--- src/rtl/muldiv_pkg.sv ---
// Shared encodings and default widths for the iterative multiply/divide unit.
package muldiv_pkg;
  localparam int WIDTH_DEF = 32;
  localparam int RD_W_DEF  = 5;

  typedef enum logic [1:0] {
    OP_MUL   = 2'b00,
    OP_MULHU = 2'b01,
    OP_DIVU  = 2'b10,
    OP_REMU  = 2'b11
  } op_e;

  typedef enum logic [1:0] {
    ST_IDLE = 2'b00,
    ST_RUN  = 2'b01,
    ST_DONE = 2'b10
  } state_e;
endpackage

--- src/rtl/muldiv_ctrl.sv ---
// Sequencer for muldiv_unit: IDLE/RUN/DONE FSM, iteration counter, busy/write
// strobes. With MULDIV_ZERO_SKIP_EN defined, a zero operand ends RUN after
// one cycle; otherwise no zero-detect logic exists.
module muldiv_ctrl
  import muldiv_pkg::*;
#(
  parameter int WIDTH = WIDTH_DEF
) (
  input  logic clk,
  input  logic reset,
  input  logic start,
`ifdef MULDIV_ZERO_SKIP_EN
  input  op_e  op,
  input  logic a_zero,
  input  logic b_zero,
`endif
  output logic accept,
  output logic fin,
  output logic skip,
  output logic busy,
  output logic write
);
  localparam int CW = $clog2(WIDTH);

  state_e          state_q, state_d;
  logic [CW-1:0]   cnt_q;
  logic            last;

  assign last = (cnt_q == CW'(WIDTH - 1));

`ifdef MULDIV_ZERO_SKIP_EN
  // Any product with a zero factor, or any divide by zero, has a fixed answer.
  assign skip = (state_q == ST_RUN) &&
                (b_zero || (a_zero && (op == OP_MUL || op == OP_MULHU)));
`else
  assign skip = 1'b0;
`endif

  // State register.
  always_ff @(posedge clk or negedge reset) begin
    if (!reset) state_q <= ST_IDLE;
    else        state_q <= state_d;
  end

  // Iteration counter: cleared on acceptance, advances once per RUN cycle.
  always_ff @(posedge clk or negedge reset) begin
    if (!reset)                cnt_q <= '0;
    else if (accept)           cnt_q <= '0;
    else if (state_q == ST_RUN) cnt_q <= cnt_q + 1'b1;
  end

  // Next-state and strobe decode; fin marks the edge that enters DONE.
  always_comb begin
    state_d = state_q;
    accept  = 1'b0;
    fin     = 1'b0;
    busy    = (state_q != ST_IDLE);
    write   = (state_q == ST_DONE);
    case (state_q)
      ST_IDLE: if (start) begin
        accept  = 1'b1;
        state_d = ST_RUN;
      end
      ST_RUN: if (last || skip) begin
        fin     = 1'b1;
        state_d = ST_DONE;
      end
      ST_DONE: state_d = ST_IDLE;
      default: state_d = ST_IDLE;
    endcase
  end
endmodule

--- src/rtl/muldiv_unit.sv ---
// Iterative 32-bit MUL/MULHU/DIVU/REMU unit feeding a register file write port.
// Shift-add multiply and restoring divide share one {hi,lo} register pair.
// Optional macro: MULDIV_ZERO_SKIP_EN (early finish on zero operands).
module muldiv_unit
  import muldiv_pkg::*;
#(
  parameter int WIDTH = WIDTH_DEF,
  parameter int RD_W  = RD_W_DEF
) (
  input  logic             clk,
  input  logic             reset,
  input  logic             start,
  input  logic [1:0]       op,
  input  logic [WIDTH-1:0] Da,
  input  logic [WIDTH-1:0] Db,
  input  logic [RD_W-1:0]  rd_in,
  output logic             busy,
  output logic [WIDTH-1:0] Dc,
  output logic [RD_W-1:0]  rd,
  output logic             write
);
  op_e              op_q;
  logic [WIDTH-1:0] a_q, b_q, hi_q, lo_q;
  logic [RD_W-1:0]  rd_q;
  logic             accept, fin, skip;

  // hi holds product-high / remainder, lo holds multiplier / dividend->quotient.
  logic [WIDTH:0]   msum, rsh, diff;
  logic [WIDTH-1:0] hi_n, lo_n, result, skip_res;
  logic             borrow;

  muldiv_ctrl #(.WIDTH(WIDTH)) u_ctrl (
    .clk    (clk),
    .reset  (reset),
    .start  (start),
`ifdef MULDIV_ZERO_SKIP_EN
    .op     (op_q),
    .a_zero (a_q == '0),
    .b_zero (b_q == '0),
`endif
    .accept (accept),
    .fin    (fin),
    .skip   (skip),
    .busy   (busy),
    .write  (write)
  );

  assign msum   = {1'b0, hi_q} + (lo_q[0] ? {1'b0, a_q} : '0);
  assign rsh    = {hi_q, lo_q[WIDTH-1]};
  assign diff   = rsh - {1'b0, b_q};
  assign borrow = diff[WIDTH];

  // One iteration of whichever algorithm the latched op selects.
  always_comb begin
    if (op_q[1]) begin
      hi_n = borrow ? rsh[WIDTH-1:0] : diff[WIDTH-1:0];
      lo_n = {lo_q[WIDTH-2:0], ~borrow};
    end else begin
      hi_n = msum[WIDTH:1];
      lo_n = {msum[0], lo_q[WIDTH-1:1]};
    end
  end

  // Fixed answers for the early-finish path (never selected when skip is 0).
  always_comb begin
    skip_res = a_q;
    case (op_q)
      OP_MUL, OP_MULHU: skip_res = '0;
      OP_DIVU:          skip_res = '1;
      default:          skip_res = a_q;
    endcase
  end

  // MULHU/REMU take the high half, MUL/DIVU the low half.
  assign result = skip ? skip_res : (op_q[0] ? hi_n : lo_n);

  // Operand latch on acceptance, then one iteration per busy cycle.
  always_ff @(posedge clk or negedge reset) begin
    if (!reset) begin
      op_q <= OP_MUL;
      a_q  <= '0;
      b_q  <= '0;
      rd_q <= '0;
      hi_q <= '0;
      lo_q <= '0;
    end else if (accept) begin
      op_q <= op_e'(op);
      a_q  <= Da;
      b_q  <= Db;
      rd_q <= rd_in;
      hi_q <= '0;
      lo_q <= op[1] ? Da : Db;
    end else if (busy) begin
      hi_q <= hi_n;
      lo_q <= lo_n;
    end
  end

  // Result registers load on the DONE entry edge and hold until the next one.
  always_ff @(posedge clk or negedge reset) begin
    if (!reset) begin
      Dc <= '0;
      rd <= '0;
    end else if (fin) begin
      Dc <= result;
      rd <= rd_q;
    end
  end
endmodule

--- config.mk ---
export PLATFORM = sky130hd
export DESIGN_NAME = muldiv_unit
export DESIGN_NICKNAME = d
export VERILOG_FILES = /design/src/rtl/muldiv_pkg.sv /design/src/rtl/muldiv_ctrl.sv /design/src/rtl/muldiv_unit.sv
export SDC_FILE = /design/constraint.sdc
export NUM_CORES = 1
export LEC_CHECK = 0
export ABC_AREA = 1
export CORE_MARGIN = 8
export CORE_UTILIZATION = 52
export DETAILED_ROUTE_END_ITERATION = 8
export GPL_TIMING_DRIVEN = 0
export PLACE_DENSITY = 0.83
export SLEW_MARGIN = 20
export SYNTH_ARGS = -nofsm -noshare
export SYNTH_HDL_FRONTEND = slang
export SYNTH_SLANG_ARGS = --single-unit
--- constraint.sdc ---
create_clock -name clk -period 4.4 [get_ports clk]
set_input_delay 0.44 -clock clk [delete_from_list [all_inputs] [get_ports clk]]
set_output_delay 0.44 -clock clk [all_outputs]
set_load 0.03 [all_outputs]
==> results.md, run 1 <==
- The sequential area share after synthesis is 0.325.
- Power spread over the standard cell area amounts to 960 nW/um^2.
- The final antenna-violating net count is 0.
- During synthesis, Yosys emitted a total of 0 warnings.
- The checks that failed: negative hold slack.
- The cell type of the slowest stage on the worst timing path is clkbuf_1.
- The critical path contains buffers and inverters numbering 3 combined.
- Timing would allow up to 290 MHz.
- The worst hold path belongs to the class in -> async.
- TritonCTS built the clock tree.
- The net total in the final layout is 2481.
- For this run, the detailed router's first-pass iteration total came to 7.
- The number of sinks on the clock net is 179.
- The commonest cells after synthesis are nand2_1 (925), inv_1 (337), dfrtp_1 (179), o21ai_0 (161), nand3_1 (115).
- The number of cells on the worst reg-to-reg path is 13.
- The share of total power dissipated in combinational logic is 0.697.
- The kind of cell adding the most delay to the critical path is compound AO/OA/AOI/OAI gates.
- The worst-case setup margin in the final layout is 0.949 ns.
- The share of flip-flops with an asynchronous set or reset after synthesis is 1.00.
- In this run the cell area measured after placement is 15300 sq um.
- STA puts the critical path data required time at 4.73 ns.
- The number of synthesized flops with an enable pin is 0.
- The final count of hold timing violations came to 10.
- The longest individual stage delay on the worst path is 0.40 ns.
- 113 I/O pins were placed.
- The startpoint type of the worst setup path is a flip-flop.
- The insertion delay of the later-clocked pin in the worst-skew pair is 0.46 ns.
- Each instance of the synthesized netlist takes up on average 6.24 sq um.
- The library cell used as clock root buffer is clkbuf_16.
- The internal power summed over all cells is 0.00667 W.
- After detailed routing, the average wire length per cell comes to 19.5 um.
- The number of port buffers is 112.
- The setup path with the least slack is of type reg -> reg.
- The via count of the first global-routing pass is 14200.
- The floorplan step set the die height to 179 um.
- The total area inside the core boundary comes to 26100 sq um.
- The clock buffer count from CTS is 17.
- The clock network fraction of total power is 0.102.
- In the synthesized netlist the dominant register cell turns out to be dfrtp_1.
- Counting buffers and inverters, the worst setup path is 13 cells deep.
- Synthesis inferred 179 register bits.
- 0 antenna diodes ended up in the layout.
- The clock tree skew after final layout is 0.0208 ns.
- The synthesized area is 13800 sq um.
- In the routed layout, each cell is associated on average with a via count of 5.53.
- The type of destination of the critical path is a flip-flop.
- The most frequent cell on the critical path is nand2_1.
- After the first detailed-routing iteration, the DRC count stood at 1744.
- The part of the power in registers is 0.201.
- The number of slew-limit violations in the final report is 0.
- Summed over all cells, the static leakage comes to 9.05 nW.
- The number of rows in the core area is 59.
- The endpoint identified for the worst register-to-register timing path is Dc[17].
- The startpoint of the most critical register-to-register path is lo_q[0].
- No sink is reached through more buffers than the 2 on the longest clock path.
- Timing analysis after detailed placement gives a worst setup slack of 1.04 ns.
- Across the VDD grid, the largest voltage drop is 0.000651 V.
- The remaining global-route overflow is 0.
- The final setup violation count is 0.
- The number of design rule violations left after detail routing is 0.
- Measured against its own limit, the worst slew margin works out to 0.486.
- Across every metal layer, demand over resource in global routing totals 0.331.
- After clock tree synthesis, the repair step resized 0 gates.
- The total length of routed wires is 52400 um.
- Setup repair after global routing left no endpoint under its margin.
- The H-tree was split into 4 levels.
- The transition time at the pin with the least slew margin is 0.771 ns.
- After routing the design area is 15900 sq um.
- Of the cells placed in the final design, the portion with a size suffix greater than 1 is 0.0400.
- The die area is 31900 sq um.
- The first global-routing pass estimated 80100 um of wire.
- The initial antenna violation count came to 2.
- Of the post-synthesis cell area, the dominant cell type holds 0.325.
- The detailed router placed 14900 vias in this run.
- The pin count of the biggest net entering global routing is 92.
- The final weighted congestion of routability-driven global placement is 0.992.
- The final core area utilization is 0.611.
- Synthesis produced a netlist with a net count of 2349.
- The post-route worst hold slack is -0.00884 ns.
- The flow ran to the end, but the final reports show violations.
- By area the synthesized netlist is led by dfrtp_1 (33%), nand2_1 (25%), inv_1 (9.2%).
- Clock-pin slew was measured on the worst setup and hold paths at 0.09 ns.
- nand2_1 is the most common cell in the netlist.
- The clock period could shrink to 3.45 ns.
- Buffers inserted to repair hold after CTS numbered 0.
- The starting density of the core is 0.528.
- The area overhead of the layout relative to synthesis is 15.7%.
- In this run the power spent charging and discharging nets is 0.00862 W.
- The switching fraction of total power is 0.564.
- The number of max-cap violations is 0.
- The completed layout was analyzed and its total power is 0.0153 W.
- The floorplan step set the die width to 179 um.
- Of all cell types, the one taking the most synthesized area is dfrtp_1.
- STA puts the critical path data arrival time at 3.79 ns.
- The signal on the critical path passes through clkbuf_1 > clkbuf_1 > nand2_1 > inv_1 > ha_1 > a21oi_1 > o21ai_0 > a21oi_1 > nand3_1 > o21ai_0 > nand3_1 > nand2_1 > nand2_1.
- The largest driver fanout on the critical path is 10.
- The cell count after synthesis is 2207.
- Buffers added to address setup during post-CTS repair amount to 0.
- The reg2reg setup slack is 0.95 ns.
- The capturing instance or port of the critical path is Dc[17].
- Detailed placement finished with a half-perimeter wire length of 43200 um.
- Tracing the worst setup path back leads to its startpoint at lo_q[0].
- Dividing the final minimum period by the clock period gives 0.784.
- The number of distinct standard cells referenced by the synthesized netlist is 40.
-- layer usage --
layer	GRT usage	wire, um	vias to the layer above
met4	0.0968	1300	0
met3	0.0596	4850	65
met1	0.457	22900	6893
met5	0	0	-
met2	0.521	23400	740
li1	-	-	7163
-- power by group through the flow --
stage | clock [W] | sequential, W | combinational (W)
2_1_floorplan | 0 | 0.00302 | 0.00720
3_3_place_gp | 0 | 0.00303 | 0.0102
3_5_place_dp | 0 | 0.00305 | 0.0104
4_1_cts | 0.00156 | 0.00303 | 0.0105
5_1_grt | 0.00162 | 0.00312 | 0.0118
6_report | 0.00157 | 0.00307 | 0.0107
-- flip-flops by register name (all words and copies together), names as in the netlist --
signal / cells
Dc: 32
rd_q: 5
b_q: 32
op_q: 2
u_ctrl.cnt_q: 5
u_ctrl.state_q: 2
rd: 5
hi_q: 32
lo_q: 32
a_q: 32
-- kinds of logic after synthesis --
| kind of cell | Yosys count | synth area share |
|---|---|---|
| AND/OR/NAND/NOR | 1225 | 0.360 |
| AO/OA/AOI/OAI | 304 | 0.124 |
| XOR/XNOR | 15 | 0.00954 |
| adder cells (fa/ha/maj) | 68 | 0.0629 |
| flip-flops | 179 | 0.325 |
| buffers and inverters | 416 | 0.119 |
-- stage by stage --
step / TNS (ns) / instances
after global routing: 0 / 2687
after global placement: -760.73 / 2654
after floorplan: 0 / 2207
final: 0 / 2687
after CTS: 0 / 2687
after detailed placement: 0 / 2655
-- cell usage in the layout (no fill, tap or decap), types with 8 or more instances in the layout --
master,count
nand2_1,925
inv_1,337
dfrtp_1,179
o21ai_0,161
nand3_1,115
nor2_1,113
clkdlybuf4s50_1,111
a21oi_1,72
ha_1,66
clkbuf_1,49
nand2_2,20
buf_2,18
clkbuf_16,17
a22oi_1,15
a211oi_1,14
a221oi_1,14
nand3b_1,13
nand4_1,13
o21ai_1,9
xnor2_1,9
nor3_1,8
-- how the worst min path moves through the flow --
| stage | from | endpoint | slack, ns |
|---|---|---|---|
| after floorplan | reset | Dc[0] | 0.14 |
| after global placement | rd_q[4] | rd[4] | 0.46 |
| after detailed placement | rd_q[2] | rd[2] | 0.46 |
| after CTS | reset | b_q[6] | 0.02 |
| after global routing | reset | a_q[5] | 0.06 |
| final | reset | b_q[6] | -0.009 |
-- cell type report --
class | instances | area [sq um]
multi-input combinational | 1612 | 7650
timing repair buffer | 113 | 1150
clock buffer | 18 | 429
inverter | 342 | 1280
sequential | 179 | 4480
fill | 2502 | 10100
tap | 335 | 419
clock inverter | 14 | 160
buffer | 74 | 354
(Power assumes the default switching activity.)
==> run 2: changes to the inputs <==
==> constraint.sdc (replaced) <==
create_clock -name clk -period 3.6 [get_ports clk]
set_input_delay 0.36 -clock clk [delete_from_list [all_inputs] [get_ports clk]]
set_output_delay 0.36 -clock clk [all_outputs]
set_load 0.03 [all_outputs]
==> run 2 against run 1 <==
Compared with the run above: the flow now finishes without violations; flip-flop and latch count is the same; first-iteration DRC count shrank 1.5%; utilization grew 0.058 points; critical path type unchanged; highest routed layer is now met5.
==> results.md, run 2 (synthesized netlist as in run 1, its figures left out) <==
- The top cell types in the final layout, fill and taps aside, are nand2_1 (925), inv_1 (337), dfrtp_1 (179), o21ai_0 (161), nand3_1 (115).
- The library cell used as clock root buffer is clkbuf_16.
- The vias after detailed routing is 14900.
- At the pin with the least slew margin, the transition time is 0.782 ns.
- The finished cells cover 15900 sq um.
- Dividing the final minimum period by the clock period gives 0.926.
- The final-layout fill cell count is 2503.
- The critical path data arrival time is 3.67 ns.
- The average routed wire per standard cell is 19.5 um.
- For this design the ratio of total power to cell area is 1170 nW/um^2.
- The run finished with clean final reports.
- The longest clock path from root to sink contains 2 buffers.
- The insertion delay of the later-clocked pin in the worst-skew pair is 0.45 ns.
- For this run, design rule violations remaining after detail routing come to 0.
- The highest-utilization routing layer at the global route stage is met2.
- Relative to the synthesized area, the layout overhead comes to 15.8%.
- The worst slew slack as a fraction of its limit is 0.479.
- The pin count of the biggest net entering global routing is 92.
- Across the VDD grid, the largest voltage drop is 0.000790 V.
- After detailed routing, the total wire length is 52500 um.
- The most common cell after layout, fill and taps aside is nand2_1.
- After floorplanning, the core was sized to cover 26100 sq um.
- The via density per instance is 5.53.
- Summing internal, switching and leakage power gives 0.0187 W.
- The worst slack at placement is 0.240 ns.
- The startpoint type of the worst setup path is a flip-flop.
- The data required time of the worst path is 3.93 ns.
- The die boundary width is 179 um.
- The initial antenna violation count was 2.
- After clock tree synthesis, the clock-pin slew on the worst setup and hold paths is 0.09 ns.
- The worst-case setup margin in the final layout is 0.267 ns.
- For this configuration, the core starts out at a cell density of 0.528.
- The type of destination of the critical path is a flip-flop.
- The first-pass GRT wire length is 80100 um.
- The count of nets left with antenna violations once routing finished came out at 0.
- The net total in the final layout is 2482.
- The via count of the first global-routing pass is 14200.
- In this run, the number of DRC markers left after iteration 0 of detailed routing was 1718.
- TritonCTS built the clock tree.
- The leakage power is 9.06 nW.
- The number of slew-limit violations in the final report was 0.
- Setup repair after global routing left no endpoint under its margin.
- The clock drives 179 sinks.
- The cell area after placement is 15300 sq um.
- The final weighted congestion of routability-driven global placement is 0.992.
- In the global route stage, met3 resource usage came out at 0.0596.
- The sum of net half-perimeters after detailed placement is 43200 um.
- The die is 179 um tall.
- Setup violations remaining at the end of the flow were counted as 0.
- Across every metal layer, demand over resource in global routing totals 0.331.
- The path category of the worst min-delay check is in -> reg.
- The fmax is 300 MHz.
- Across the run, the number of max-cap violations was 0.
- The clock tree skew after final layout is 0.0197 ns.
- The number of levels the H-tree was split into is 4.
- The critical path is of the reg -> reg type.
- Global routing finished with a remaining overflow of 0.
- Clock tree synthesis inserted a total of 17 buffers.
- Before antenna repair, the detailed router went through 8 iterations.
- The fraction of final layout cells sized beyond drive strength 1 is 0.0408.
- The final count of hold timing violations is 0.
- After floorplanning, the core was divided into 59 placement rows.
- The count of pins on the block boundary is 113.
- The die area is 31900 sq um.
- In this run the worst path has a maximum fanout of 6.
- For the finished layout, the period the worst path requires is 3.33 ns.
- The met2 capacity usage during global routing is 0.522.
- The met1 usage is 0.457.
- The number of port buffers is 112.
## run 2: cell types whose count changed in the layout (fill, tap and decap cells not counted)
| cell | change |
|---|---|
| clkbuf_2 | +2 |
| diode_2 | +1 |
| clkbuf_1 | -2 |
| dlygate4sd3_1 | +1 |
## run 2: stage by stage
| step | std cells | util | setup TNS [ns] | hold slack [ns] |
|---|---|---|---|---|
| floorplan | 2207 | - | 0 | 0.0644 |
| global placement | 2654 | 0.588 | -889.61 | 0.460 |
| detailed placement | 2655 | 0.589 | 0 | 0.421 |
| CTS | 2688 | 0.612 | 0 | 0.437 |
| global route | 2688 | 0.612 | 0 | 0.466 |
| finish | 2689 | 0.612 | 0 | 0.446 |
## run 2: timing repair
action / CTS / global route
setup endpoints to repair: 0 / 2
setup buffers: 0 / 0
endpoints found under the hold margin: 90 / 0
hold buffers: 1 / 0
resized for setup: 0 / 4
## run 2: worst paths after layout
path                                  to  slack [ns]     start  cells past startpoint
worst max-delay path              Dc[31]        0.27  lo_q[31]                     20
min in group asynchronous         b_q[6]        0.51     reset                      2
worst min-delay path             rd_q[0]        0.45  rd_in[0]                      3
max in group asynchronous       hi_q[27]        2.15     reset                      3
worst min register to register    Dc[26]        0.48    Dc[26]                      2
worst max register to register    Dc[31]        0.27  lo_q[31]                     20
## run 2: worst max-delay path, cell delays in order (launching register included)
cell	delay [ns]
dfrtp_1	0.36
inv_1	0.24
ha_1	0.26
inv_1	0.08
fa_1	0.45
nand2_1	0.11
nand2_1	0.06
nand3b_1	0.11
nand2_2	0.12
nand2_2	0.09
nand2_2	0.08
nand2_4	0.10
nand2_4	0.05
nand2_2	0.08
nand2_4	0.11
nand2_1	0.29
nand2_1	0.09
nand2_1	0.15
nand3_1	0.18
nand2_1	0.16
nand2_1	0.07
## run 2: layout make-up
cell class              count  area, sq um  area share
inverters                 342         1280      0.0805
clock inverters            14          160      0.0100
well taps                 335          419      0.0263
multi-input cells        1612         7650       0.480
flip-flops and latches    179         4480       0.281
diodes                      1         2.50    0.000157
plain buffers              74          357      0.0224
clock buffers              18          429      0.0269
repair buffers            114         1160      0.0730
## run 2: report_power, final
part / internal [W] / total (W) / switching, W
Combinational: 0.00427 / 0.0130 / 0.00876
Sequential: 0.00296 / 0.00375 / 0.000792
Clock: 0.000935 / 0.00191 / 0.000975
## run 2: metal layers
layer	vias to the layer above	routed length [um]
li1	7164	-
met4	2	1300
met3	63	4730
met5	-	12
met2	688	23400
met1	6941	23000
